==> src/rtl/spi_coeff_loader_if.sv <==
// rtl/spi_coeff_loader_if.sv - request, coefficient and SPI pins of the coefficient loader
interface spi_coeff_loader_if #(
    parameter int COEFF_WIDTH = 8,
    parameter int NUM_COEFFS  = 5
) ();
    logic                              start;
    logic [NUM_COEFFS*COEFF_WIDTH-1:0] coeffs;
    logic                              busy;
    logic                              done;
    logic                              cs;
    logic                              spiClk;
    logic                              mosi;

    modport master (
        input  start,
        input  coeffs,
        output busy,
        output done,
        output cs,
        output spiClk,
        output mosi
    );

    modport slave (
        output start,
        output coeffs,
        input  busy,
        input  done,
        input  cs,
        input  spiClk,
        input  mosi
    );
endinterface

==> src/rtl/spi_coeff_loader.sv <==
// rtl/spi_coeff_loader.sv - SPI mode-0 master shifting a latched coefficient set out in one cs frame
module spi_coeff_loader #(
    parameter int COEFF_WIDTH = 8,
    parameter int NUM_COEFFS  = 5,
    parameter int CLK_DIV     = 4
) (
    input  logic                clk,
    input  logic                reset,
    spi_coeff_loader_if.master  bus
);
    localparam int B  = NUM_COEFFS * COEFF_WIDTH;
    localparam int HW = $clog2(CLK_DIV + 1);
    localparam int BW = $clog2(B + 1);
    localparam logic [HW-1:0] HALF_LAST = HW'(CLK_DIV - 1);
    localparam logic [BW-1:0] BIT_LAST  = BW'(B - 1);

    typedef enum logic [2:0] {IDLE, SETUP, HIGH, LOW, HOLD, GAP} stateT;

    stateT          state;
    logic [HW-1:0]  halfCnt;
    logic [BW-1:0]  bitCnt;
    logic [B-1:0]   shiftReg;
    logic [B-1:0]   loadWord;
    logic           csReg;
    logic           spiClkReg;
    logic           busyReg;
    logic           doneReg;
    logic           halfLast;

    // coeff[0] lands in the top bits so it leaves first
    always_comb begin
        loadWord = '0;
        for (int i = 0; i < NUM_COEFFS; i++) begin
            loadWord[B-1-i*COEFF_WIDTH -: COEFF_WIDTH] = bus.coeffs[i*COEFF_WIDTH +: COEFF_WIDTH];
        end
    end

    assign halfLast = (halfCnt == HALF_LAST);

    always_ff @(posedge clk) begin
        if (reset) begin
            state     <= IDLE;
            halfCnt   <= '0;
            bitCnt    <= '0;
            shiftReg  <= '0;
            csReg     <= 1'b1;
            spiClkReg <= 1'b0;
            busyReg   <= 1'b0;
            doneReg   <= 1'b0;
        end else begin
            doneReg <= 1'b0;
            case (state)
                IDLE: begin
                    if (bus.start) begin
                        shiftReg <= loadWord;
                        halfCnt  <= '0;
                        bitCnt   <= '0;
                        csReg    <= 1'b0;
                        busyReg  <= 1'b1;
                        state    <= SETUP;
                    end
                end
                SETUP: begin
                    if (halfLast) begin
                        halfCnt   <= '0;
                        spiClkReg <= 1'b1;
                        state     <= HIGH;
                    end else begin
                        halfCnt <= halfCnt + 1'b1;
                    end
                end
                HIGH: begin
                    if (halfLast) begin
                        // zero fill: after the final shift the register is empty, so mosi idles low
                        halfCnt   <= '0;
                        spiClkReg <= 1'b0;
                        shiftReg  <= shiftReg << 1;
                        state     <= (bitCnt < BIT_LAST) ? LOW : HOLD;
                    end else begin
                        halfCnt <= halfCnt + 1'b1;
                    end
                end
                LOW: begin
                    if (halfLast) begin
                        halfCnt   <= '0;
                        bitCnt    <= bitCnt + 1'b1;
                        spiClkReg <= 1'b1;
                        state     <= HIGH;
                    end else begin
                        halfCnt <= halfCnt + 1'b1;
                    end
                end
                HOLD: begin
                    if (halfLast) begin
                        halfCnt <= '0;
                        csReg   <= 1'b1;
                        doneReg <= 1'b1;
                        state   <= GAP;
                    end else begin
                        halfCnt <= halfCnt + 1'b1;
                    end
                end
                GAP: begin
                    if (halfLast) begin
                        halfCnt <= '0;
                        busyReg <= 1'b0;
                        state   <= IDLE;
                    end else begin
                        halfCnt <= halfCnt + 1'b1;
                    end
                end
                default: state <= IDLE;
            endcase
        end
    end

    assign bus.cs     = csReg;
    assign bus.spiClk = spiClkReg;
    assign bus.mosi   = shiftReg[B-1];
    assign bus.busy   = busyReg;
    assign bus.done   = doneReg;
endmodule

==> src/flat_wrapper.sv <==
// flat-port wrapper written by rule: the top's interface ports become plain ports
module spi_coeff_loader_flat 
#(
    parameter int COEFF_WIDTH = 8,
    parameter int NUM_COEFFS  = 5,
    parameter int CLK_DIV     = 4
)
  (clk, reset, bus_start, bus_coeffs, bus_busy, bus_done, bus_cs, bus_spiClk, bus_mosi);
  spi_coeff_loader_if #(.COEFF_WIDTH(COEFF_WIDTH), .NUM_COEFFS(NUM_COEFFS)) bus_i ();
  input  logic clk;
  input  logic reset;
  input wire logic [$bits(bus_i.start)-1:0] bus_start;
  input wire logic [$bits(bus_i.coeffs)-1:0] bus_coeffs;
  output wire logic [$bits(bus_i.busy)-1:0] bus_busy;
  output wire logic [$bits(bus_i.done)-1:0] bus_done;
  output wire logic [$bits(bus_i.cs)-1:0] bus_cs;
  output wire logic [$bits(bus_i.spiClk)-1:0] bus_spiClk;
  output wire logic [$bits(bus_i.mosi)-1:0] bus_mosi;
  assign bus_i.start = bus_start;
  assign bus_i.coeffs = bus_coeffs;
  assign bus_busy = bus_i.busy;
  assign bus_done = bus_i.done;
  assign bus_cs = bus_i.cs;
  assign bus_spiClk = bus_i.spiClk;
  assign bus_mosi = bus_i.mosi;
  spi_coeff_loader #(.COEFF_WIDTH(COEFF_WIDTH), .NUM_COEFFS(NUM_COEFFS), .CLK_DIV(CLK_DIV)) u_core (.clk(clk), .reset(reset), .bus(bus_i));
endmodule
==> config.mk <==
export PLATFORM = sky130hd
export DESIGN_NAME = spi_coeff_loader_flat
export DESIGN_NICKNAME = d
export VERILOG_FILES = /design/src/rtl/spi_coeff_loader_if.sv /design/src/rtl/spi_coeff_loader.sv /design/src/flat_wrapper.sv
export SDC_FILE = /design/constraint.sdc
export NUM_CORES = 1
export LEC_CHECK = 0
export CORE_ASPECT_RATIO = 0.9
export CORE_UTILIZATION = 30
export CTS_BUF_LIST = sky130_fd_sc_hd__clkbuf_4 sky130_fd_sc_hd__clkbuf_8
export CTS_CLUSTER_SIZE = 40
export DETAILED_ROUTE_END_ITERATION = 8
export PLACE_DENSITY_LB_ADDON = 0.2
export SLEW_MARGIN = 20
export SYNTH_ARGS = -nofsm -noshare
export SYNTH_HDL_FRONTEND = slang
export SYNTH_SLANG_ARGS = --single-unit
==> constraint.sdc <==
create_clock -name clk -period 4.8 [get_ports clk]
set_input_delay 0.72 -clock clk [delete_from_list [all_inputs] [get_ports clk]]
set_output_delay 0.72 -clock clk [all_outputs]
set_load 0.005 [all_outputs]
==> results_tabular.tex <==
\begin{tabular}{lr}
\hline
Metric & Value \\
\hline
\multicolumn{2}{l}{\textbf{Status}} \\
\quad Run status & complete, no violations \\
\multicolumn{2}{l}{\textbf{Yosys}} \\
\quad Top\_reg\_cell synth & sky130\_fd\_sc\_hd\_\_dfxtp\_1 \\
\quad Cells taking the most area after synthesis & sky130\_fd\_sc\_hd\_\_dfxtp\_1 43\%, sky130\_fd\_sc\_hd\_\_mux2i\_1 15\%, sky130\_fd\_sc\_hd\_\_a211oi\_1 11\%, sky130\_fd\_sc\_hd\_\_nor2\_1 7.6\%, sky130\_fd\_sc\_hd\_\_buf\_2 2.1\% \\
\quad Mux share of post-synthesis cell area & 15.1\% \\
\quad Simple-gate area share of the yosys netlist & 16.4\% \\
\quad Fraction of synthesized cell area in xor and xnor cells & 1.02\% \\
\quad Number of flops mapped to enable cells by yosys & 0 \\
\quad Mean post-synth cell area & 9.27 um2 \\
\quad Share of flip-flops with an asynchronous set or reset after synthesis & 0\% \\
\quad Combinational family with the most area after synthesis & compound AO/OA/AOI/OAI gates \\
\quad Share of synthesized area occupied by flip-flops and latches & 43.5\% \\
\quad Fraction of post-synthesis cell area in the top cell type by area & 43.5\% \\
\quad Net count after synthesis & 323 \\
\quad Adder-cell share of the synthesized area & 0.971\% \\
\quad Mapped Area & 0.00258 mm2 \\
\quad Mapped Cells & 278 \\
\quad Register bit count reported by yosys & 56 \\
\quad Most area-hungry cell type in the Yosys netlist & sky130\_fd\_sc\_hd\_\_dfxtp\_1 \\
\quad Yosys Warn Count & 0 \\
\quad Area fraction in compound gates after synthesis & 17.5\% \\
\quad Count of unique library cells instantiated by Yosys & 35 \\
\multicolumn{2}{l}{\textbf{Worst setup path}} \\
\quad Critical path type & in2reg \\
\quad Capturing element of the worst setup path & u\_core.shiftReg[6] \\
\quad Worst flop-to-flop path startpoint & u\_core.state[2] \\
\quad Data required time at the worst endpoint & 5010 ps \\
\quad Worst reg-to-reg path cell count & 5 \\
\quad Critical Path End Type & register \\
\quad Startpoint types & input port \\
\quad Crit path max fanout & 49 \\
\quad Reg2reg end & u\_core.shiftReg[6] \\
\quad Critical path arrival & 2970 ps \\
\quad Beginning of the critical path & bus\_start \\
\quad Reg-to-reg slack, setup & 2310 ps \\
\multicolumn{2}{l}{\textbf{Die}} \\
\quad Die Area & 0.00897 mm2 \\
\quad Total I/O pin count & 48 \\
\quad Initial core utilization & 31.5\% \\
\quad Height of the die & 89.9 um \\
\quad Chip Width & 99.7 um \\
\quad Number of cell rows & 31 \\
\quad Core area & 0.00818 mm2 \\
\multicolumn{2}{l}{\textbf{Final layout}} \\
\quad Area grow syn2layout & 22.6\% \\
\quad Final \#Nets & 354 \\
\quad Antenna diode count & 0 \\
\quad Count of filler cells inserted in the layout & 850 \\
\quad Most frequent cells in the layout & 55 x sky130\_fd\_sc\_hd\_\_dfxtp\_1, 52 x sky130\_fd\_sc\_hd\_\_nor2\_1, 46 x sky130\_fd\_sc\_hd\_\_clkdlybuf4s50\_1 \\
\quad Final core utilization & 38.6\% \\
\quad Fraction of final layout cells with drive strength greater than 1 & 6.45\% \\
\quad Most common library cell in the layout ignoring fill and taps & sky130\_fd\_sc\_hd\_\_dfxtp\_1 \\
\multicolumn{2}{l}{\textbf{Timing}} \\
\quad Worst-case clock skew & 7.82 ps \\
\quad Worst slack on hold paths & 491 ps \\
\quad Setup repair after global routing missed its margin & false \\
\quad Portion of the clock cycle consumed by the worst path in the final layout & 57.6\% \\
\quad Setup TNS & 0 ps \\
\quad Actual slew at the worst max-slew pin & 1030 ps \\
\quad Fmax & 362 MHz \\
\quad Period minus WS final & 2760 ps \\
\quad Max-slew violations & 0 \\
\quad Slew margin rel. & 31.6\% \\
\quad Smallest setup slack after layout & 2040 ps \\
\quad Hold violation count in the final report & 0 \\
\quad Setup violations, final & 0 \\
\multicolumn{2}{l}{\textbf{Global route}} \\
\quad Largest net degree at the start of global routing & 54 \\
\quad Vias in the first global route & 1791 \\
\quad GRT overflow & 0 \\
\quad Overall global routing resource usage & 12.1\% \\
\quad Antenna violations before repair & 0 \\
\quad Global-route wire length before repair & 8.72 mm \\
\multicolumn{2}{l}{\textbf{CTS}} \\
\quad Number of buffers created by CTS & 5 \\
\quad Deepest clock path buffer count & 2 \\
\quad Clock root buffer & sky130\_fd\_sc\_hd\_\_clkbuf\_8 \\
\quad CTS tree & done \\
\quad CTS hold repair buffers & 0 \\
\quad CTS H-tree lvls & 2 \\
\quad Number of gates resized after cts & 0 \\
\quad Buffers inserted by post-CTS timing repair & 0 \\
\quad Source-to-sink clock delay at the later pin of the worst-skew pair & 310 ps \\
\quad Clk pin slew, worst setup/hold paths & 90 ps \\
\quad Clock tree sinks & 56 \\
\multicolumn{2}{l}{\textbf{Placement}} \\
\quad Port Buf Inserts & 47 \\
\quad Post-DP HPWL & 3.47 mm \\
\quad Post-placement setup slack & 1680 ps \\
\quad Placer Congestion & 0.746 \\
\multicolumn{2}{l}{\textbf{Min path}} \\
\quad Worst hold path type & reg2reg \\
\multicolumn{2}{l}{\textbf{Route}} \\
\quad Detailed Route Iter0 Violations & 69 \\
\quad Total DRC errors in the routed layout & 0 \\
\quad Drt pass-1 iters & 4 \\
\quad WL per Instance & 12.3 um \\
\quad Per-cell via count in the routed design & 4.71 \\
\quad ANT nets after route & 0 \\
\quad Total wirelength of the detailed-routed design & 5.23 mm \\
\quad Routed vias & 2000 \\
\multicolumn{2}{l}{\textbf{Run}} \\
\quad Number of max-cap violations & 0 \\
\multicolumn{2}{l}{\textbf{Power}} \\
\quad VDD IR-drop max & 0.000102 V \\
\quad Power per cell area & 284 mW/mm2 \\
\quad Leakage power summed over all cells & 1.02 nW \\
\hline
\end{tabular}
## power by group
group / switching [mW] / leakage [nW] / internal, mW
logic: 0.0557 / 0.513 / 0.0678
clock network: 0.150 / 0.0448 / 0.110
registers: 0.0169 / 0.462 / 0.495
## final cells by class
class                   count  area [um2]  share of cell area, %
flip-flops and latches     56        1120                   35.5
repair buffers             49         480                   15.2
clock buffers               6        76.3                   2.42
inverters                   1        3.75                  0.119
well taps                 115         144                   4.55
multi-input cells         196        1320                   41.7
clock inverters             2        16.3                  0.515
## metal layers
metal	global-route usage (%)	part of all wire [%]	vias to the layer above
met2	17.5	44	27
met3	2.95	3.9	8
met5	0	0	-
li1	-	-	1060
met1	17.3	51	905
met4	4.41	1.5	0
## flip-flops by register name, indices dropped and copies added (netlist names)
signal / flops
u_core.state: 3
u_core.bus.busy: 1
u_core.bus.cs: 1
u_core.bitCnt: 6
u_core.bus.spiClk: 1
u_core.bus.done: 1
u_core.shiftReg: 40
u_core.halfCnt: 3
## worst max-delay path, stage by stage
cell	delay [ps]
sky130_fd_sc_hd__clkdlybuf4s50_1	520
sky130_fd_sc_hd__nor2b_1	270
sky130_fd_sc_hd__o21a_2	740
sky130_fd_sc_hd__buf_4	420
sky130_fd_sc_hd__nor2_1	70
sky130_fd_sc_hd__a211oi_1	220
## logic make-up after synthesis
family                     after synthesis
and+or+nand+nor                         89
AOI/OAI and AO/OA                       63
DFF                                     56
muxes                                   39
buffers and inverters                   26
xor gates and xnor gates                 3
adders and majority gates                2
## Yosys cell counts, types with 2 or more instances
| master | instances |
|---|---|
| sky130_fd_sc_hd__a211oi_2 | 3 |
| sky130_fd_sc_hd__nor2_1 | 52 |
| sky130_fd_sc_hd__nand4b_1 | 2 |
| sky130_fd_sc_hd__or2_2 | 2 |
| sky130_fd_sc_hd__xnor2_1 | 3 |
| sky130_fd_sc_hd__a21oi_1 | 9 |
| sky130_fd_sc_hd__nand2_1 | 8 |
| sky130_fd_sc_hd__dfxtp_1 | 56 |
| sky130_fd_sc_hd__a211oi_1 | 39 |
| sky130_fd_sc_hd__mux2i_1 | 39 |
| sky130_fd_sc_hd__ha_1 | 2 |
| sky130_fd_sc_hd__nor2b_1 | 4 |
| sky130_fd_sc_hd__buf_2 | 11 |
| sky130_fd_sc_hd__buf_6 | 4 |
| sky130_fd_sc_hd__clkbuf_1 | 9 |
| sky130_fd_sc_hd__nand3_1 | 5 |
| sky130_fd_sc_hd__nor3_1 | 3 |
| sky130_fd_sc_hd__or3_1 | 2 |
| sky130_fd_sc_hd__o21ai_0 | 5 |
| sky130_fd_sc_hd__nor3b_1 | 2 |
| sky130_fd_sc_hd__a22oi_1 | 4 |
## metrics by stage
| stage | power, mW | cells | cell area (um2) |
|---|---|---|---|
| after floorplan | 0.599 | 278 | 2580 |
| after global placement | 0.646 | 417 | 3070 |
| after detailed placement | 0.648 | 417 | 3070 |
| after CTS | 0.915 | 425 | 3160 |
| after global routing | 0.950 | 425 | 3160 |
| final | 0.896 | 425 | 3160 |
## how the worst min path moves through the flow
stage,start,to,slack (ps),depth (start not counted)
after floorplan,u_core.bus.cs,u_core.bus.cs,460,2
after global placement,u_core.bus.cs,u_core.bus.cs,450,2
after detailed placement,u_core.bus.cs,u_core.bus.cs,460,2
after CTS,u_core.bus.cs,u_core.bus.cs,490,2
after global routing,u_core.bus.spiClk,u_core.bus.spiClk,520,2
final,u_core.bus.cs,u_core.bus.cs,490,2
(Power assumes the default switching activity.)
